File: src/rtl/bus_timer_responder.sv
// Memory-mapped machine timer: 64-bit prescaled MTIME, 64-bit compare and a level IRQ.
// Reads are registered; an MTIME_HI read returns the half captured by the last MTIME_LO read.
module bus_timer_responder #(
   parameter logic [31:0] BASE_ADDR = 32'hFF20_0500,
   parameter logic [63:0] CMP_RESET = 64'hFFFF_FFFF_FFFF_FFFF
) (
   input  logic        iCLK,
   input  logic        iRST_N,
   input  logic        DwReadEnable,
   input  logic        DwWriteEnable,
   input  logic [3:0]  DwByteEnable,
   input  logic [31:0] DwAddress,
   input  logic [31:0] DwWriteData,
   output logic [31:0] DwReadData,
   output logic        oHit,
   output logic        oFault,
   output logic        oTimerIRQ
);

   typedef enum logic [2:0] {
      R_MTIME_LO   = 3'd0,
      R_MTIME_HI   = 3'd1,
      R_CMP_LO     = 3'd2,
      R_CMP_HI     = 3'd3,
      R_CTRL       = 3'd4,
      R_STATUS     = 3'd5,
      R_PRESCALE   = 3'd6,
      R_UNMAPPED   = 3'd7
   } reg_e;

   logic [63:0] mtime;
   logic [63:0] cmp;
   logic [31:0] shadow_hi;
   logic [15:0] pcnt;
   logic [15:0] prescale;
   logic        en;
   logic        ie;
   logic        pending;

   logic        in_win;
   logic        rd;
   logic        wr;
   reg_e        sel;
   logic [31:0] cur_val;
   logic [31:0] rd_val;
   logic [31:0] merged;
   logic        tick;
   logic        addr_unused;

   assign addr_unused = ^DwAddress[1:0];

   always_comb begin
      in_win = (DwAddress[31:5] == BASE_ADDR[31:5]);
      rd     = DwReadEnable & in_win;
      wr     = DwWriteEnable & in_win;
      sel    = reg_e'(DwAddress[4:2]);
      tick   = en && (pcnt == prescale);
   end

   // cur_val is the live register used for lane merging; rd_val is what the bus sees
   always_comb begin
      cur_val = '0;
      rd_val  = '0;
      case (sel)
         R_MTIME_LO: begin cur_val = mtime[31:0];  rd_val = mtime[31:0]; end
         R_MTIME_HI: begin cur_val = mtime[63:32]; rd_val = shadow_hi;   end
         R_CMP_LO:   begin cur_val = cmp[31:0];    rd_val = cmp[31:0];   end
         R_CMP_HI:   begin cur_val = cmp[63:32];   rd_val = cmp[63:32];  end
         R_CTRL:     begin cur_val = {30'd0, ie, en}; rd_val = {30'd0, ie, en}; end
         R_STATUS:   begin cur_val = '0;           rd_val = {31'd0, pending}; end
         R_PRESCALE: begin cur_val = {16'd0, prescale}; rd_val = {16'd0, prescale}; end
         R_UNMAPPED: begin cur_val = '0;           rd_val = '0;          end
      endcase
   end

   always_comb begin
      merged = cur_val;
      for (int unsigned i = 0; i < 4; i++) begin
         if (DwByteEnable[i]) merged[8*i +: 8] = DwWriteData[8*i +: 8];
      end
   end

   always_ff @(posedge iCLK or negedge iRST_N) begin
      if (!iRST_N) begin
         mtime      <= '0;
         cmp        <= CMP_RESET;
         shadow_hi  <= '0;
         pcnt       <= '0;
         prescale   <= '0;
         en         <= 1'b0;
         ie         <= 1'b0;
         pending    <= 1'b0;
         DwReadData <= '0;
         oHit       <= 1'b0;
         oFault     <= 1'b0;
         oTimerIRQ  <= 1'b0;
      end else begin
         oHit      <= rd | wr;
         oFault    <= (rd | wr) && (sel == R_UNMAPPED);
         pending   <= (mtime >= cmp);
         oTimerIRQ <= pending & ie;

         if (DwReadEnable) DwReadData <= in_win ? rd_val : '0;
         if (rd && (sel == R_MTIME_LO)) shadow_hi <= mtime[63:32];

         if (en) pcnt <= tick ? '0 : pcnt + 16'd1;
         if (tick) mtime <= mtime + 64'd1;

         // Later assignments override the count update: a write replaces the
         // un-incremented value, and a PRESCALE write restarts the divider.
         if (wr) begin
            case (sel)
               R_MTIME_LO: mtime <= {mtime[63:32], merged};
               R_MTIME_HI: mtime <= {merged, mtime[31:0]};
               R_CMP_LO:   cmp[31:0]  <= merged;
               R_CMP_HI:   cmp[63:32] <= merged;
               R_CTRL: begin
                  en <= merged[0];
                  ie <= merged[1];
               end
               R_PRESCALE: begin
                  prescale <= merged[15:0];
                  pcnt     <= '0;
               end
               default: ;
            endcase
         end
      end
   end

endmodule
File: config.mk
export PLATFORM = sky130hd
export DESIGN_NAME = bus_timer_responder
export DESIGN_NICKNAME = d
export VERILOG_FILES = /design/src/rtl/bus_timer_responder.sv
export SDC_FILE = /design/constraint.sdc
export NUM_CORES = 1
export LEC_CHECK = 0
export BUFFER_PORTS_ARGS = -buffer_cell sky130_fd_sc_hd__buf_2
export CORE_UTILIZATION = 60
export DETAILED_ROUTE_END_ITERATION = 16
export PLACE_DENSITY = 0.82
export RECOVER_POWER = 100
export SYNTH_ARGS = -nofsm -noshare
export SYNTH_HDL_FRONTEND = slang
export SYNTH_SLANG_ARGS = --single-unit
File: constraint.sdc
create_clock -name iCLK -period 5.83 [get_ports iCLK]
set_clock_uncertainty 0.15 [all_clocks]
set_input_delay 0.2915 -clock iCLK [delete_from_list [all_inputs] [get_ports iCLK]]
set_output_delay 0.2915 -clock iCLK [all_outputs]
set_load 0.005 [all_outputs]
==> run summary <==
Synth cell types = 81
Synth Warn # = 0
1st-pass router iterations = 6
Setup WS post-layout = 1.43 ns
Final hold slack = 0.0297 ns
Die Area = 0.0245 mm^2
Flip-flop and latch area = 0.00584 mm^2
Sequential Power Share = 45.3%
Worst VDD drop = 138 uV
IO Port Bufs = 104
Sw Share = 24.0%
Gpl congestion = 0.932
# IOs = 107
Depth of the CTS H-tree = 1
Area delta synth->final = 10.2%
Post-Route WL = 44500 um
Worst-path clk slew = 0.06 ns
TNS Setup = 0 ns
Leak = 6.79 nW
Tmin final = 4.40 ns
Overall Power = 3.53 mW
Multi-input logic area = 0.00761 mm^2
Net Count, Synth = 1747
Startpoint types = input pin
Slew Limit Fails = 308
Reg2reg start = prescale[1]
Clk sink count = 230
Clock Tree Buf Depth = 3
Antenna Nets Post-Route = 0
CP startpoint = DwAddress[3]
Via count = 13351
Least-Margin Pin Slew = 3.21 ns
Die Width = 156 um
Largest net degree at the start of global routing = 127
Pwr per Cell Area = 224 mW/mm^2
Clk_lat worst skew = 0.54 ns
Max Freq = 227 MHz
Iteration-0 DRC count of the detailed router = 1648
Internal cell power = 2.68 mW
Crit path kind = in2reg
Vias per cell = 6.68
Diode count = 0
Setup-failing EPs final = 0
CTS tree = yes
Syn Inst Count = 1609
Largest area contributor in the netlist = dfrtp_1
Core footprint = 0.0235 mm^2
Detailed placement HPWL = 30200 um
Post-DR wirelength/cell = 22.3 um
Failing checks = max-capacitance violations, max-slew violations
Global Route Usage Sum = 36.7%
Required time worst endpoint = 6.05 ns
Most common cell after layout, fill and taps aside = nand2_1
Setup crit end kind = register
Critical path arrival = 4.62 ns
CTS Buf Count = 25
Top cells by area, synth = dfrtp_1 29%, dfstp_2 12%, ha_1 5.8%
Sequential element share of the synthesized area = 40.7%
Slew headroom = -114%
Initial antenna violation count = 1
Comb power frac = 6.6%
Final hold vios = 0
Global-route wire length before repair = 68900 um
Unrepaired setup endpoints after global routing = no
Layout cells sized above 1 = 16.4%
Layout net count = 1798
Mapped cell area = 0.0143 mm^2
Mean post-synth cell area = 8.90 um^2
Critical path peak fanout = 52
Share of power burned in the clock network = 48.2%
Core Rows = 56
Status = complete, but fails checks
Number of synthesized flops with an enable pin = 0
Most frequent cells in the layout = 190 x nand2_1, 166 x dfrtp_1, 153 x o21ai_0
Seq cells post-synth = 230
Pre-CTS WS = 2.26 ns
Fillers = 1859
DR DRC count = 0
Psw = 0.848 mW
HP Start = DwWriteData[31]
Initial Util = 61.0%
Clock root cell = clkbuf_16
Final Cycle Share = 75.5%
Die height = 156 um
Max Cap Violations = 7
Number of global-route vias before repair = 12614
Post-synth top flop = dfrtp_1
Yosys top cell area share = 29.0%
Total grt overflow = 0
Post-synth ARST share = 100%
Setup Fix Bufs, Post-CTS = 0
Hold WC Path Type = in2reg
## cell families (layout without fill, tap and decap cells)
group	after synthesis	in the layout	share of synthesized area, %
buffers and inverters	214	284	5.90
multiplexers	93	93	6.96
XOR/XNOR	34	34	2.08
AO/OA/AOI/OAI	460	460	20.7
flip-flops	230	230	40.7
AND/OR/NAND/NOR	512	512	17.9
adder cells (fa/ha/maj)	66	66	5.77
## power groups by stage
| stage | clock [mW] | combinational, mW | sequential [mW] |
|---|---|---|---|
| after floorplan | 0 | 0.114 | 1.63 |
| after global placement | 0 | 0.222 | 1.63 |
| after detailed placement | 0 | 0.224 | 1.63 |
| after CTS | 1.71 | 0.226 | 1.60 |
| after global routing | 1.76 | 0.250 | 1.60 |
| final | 1.70 | 0.232 | 1.60 |
## critical path, stage by stage
cell and delay (ns):
buf_2 0.56, clkbuf_1 1.95, nor2b_1 0.77, a22oi_1 0.45, nor2_1 0.08, a21oi_1 0.34, o22ai_1 0.11
## cell type report
class	instances	area share [%]
clock buffers	35	4.45
clock inverters	11	1.09
inverters	110	2.62
multi-input cells	1165	48.2
flip-flops and latches	230	37.0
well taps	319	2.53
repair buffers	128	4.15
## through the flow
step	instances	area (um^2)	util [%]
2_1_floorplan	1609	14300	-
3_3_place_gp	1950	15000	63.9
3_5_place_dp	1950	15000	63.9
4_1_cts	1998	15900	67.7
5_1_grt	1998	15800	67.2
6_report	1998	15800	67.2
## registers in the layout (all words and copies together) (netlist names)
register and flops:
prescale 16, mtime 64, oFault 1, cmp 64
DwReadData 32, pending 1, ie 1, oTimerIRQ 1
en 1, oHit 1, pcnt 16, shadow_hi 32
## cells in the mapped netlist (all sizes together), types with 11 or more instances
cell type,count
ha,66
nor3,23
o2111ai,14
a22oi,22
mux2i,40
dfstp,64
mux2,53
a211oi,23
nor2,117
and2,13
o311ai,11
inv,110
xnor2,12
o21ai,155
nand4,37
nor2b,18
dfrtp,166
clkbuf,70
xor2,22
o221ai,26
a21oi,88
buf,34
nor4,16
nand2,190
a221oi,13
a31oi,14
o22ai,20
o211ai,21
nand3,42
and3,18
## worst paths after layout
path                             endpoint  slack [ns]  cells past startpoint
hold reg to reg              shadow_hi[4]        0.33                      2
max in group asynchronous    shadow_hi[6]        2.25                      3
setup reg to reg                mtime[60]        1.52                      7
hold / removal                    cmp[31]        0.03                      3
min in group asynchronous   DwReadData[9]        1.15                      2
setup / recovery           DwReadData[20]        1.43                      7
## routing by layer
| metal | GRT usage (%) | share of wire, % | up-vias |
|---|---|---|---|
| met2 | 56.9 | 44 | 897 |
| met1 | 49.8 | 39 | 6367 |
| met5 | 0 | 0 | - |
| li1 | - | - | 5946 |
| met3 | 7.95 | 12 | 141 |
| met4 | 14.8 | 4.0 | 0 |
## repair_timing
action,CTS,global route
hold buffers,2,0
hold endpoints to repair,92,0
gates resized for setup,0,0
No activity file was read; power rests on OpenSTA's default activity.
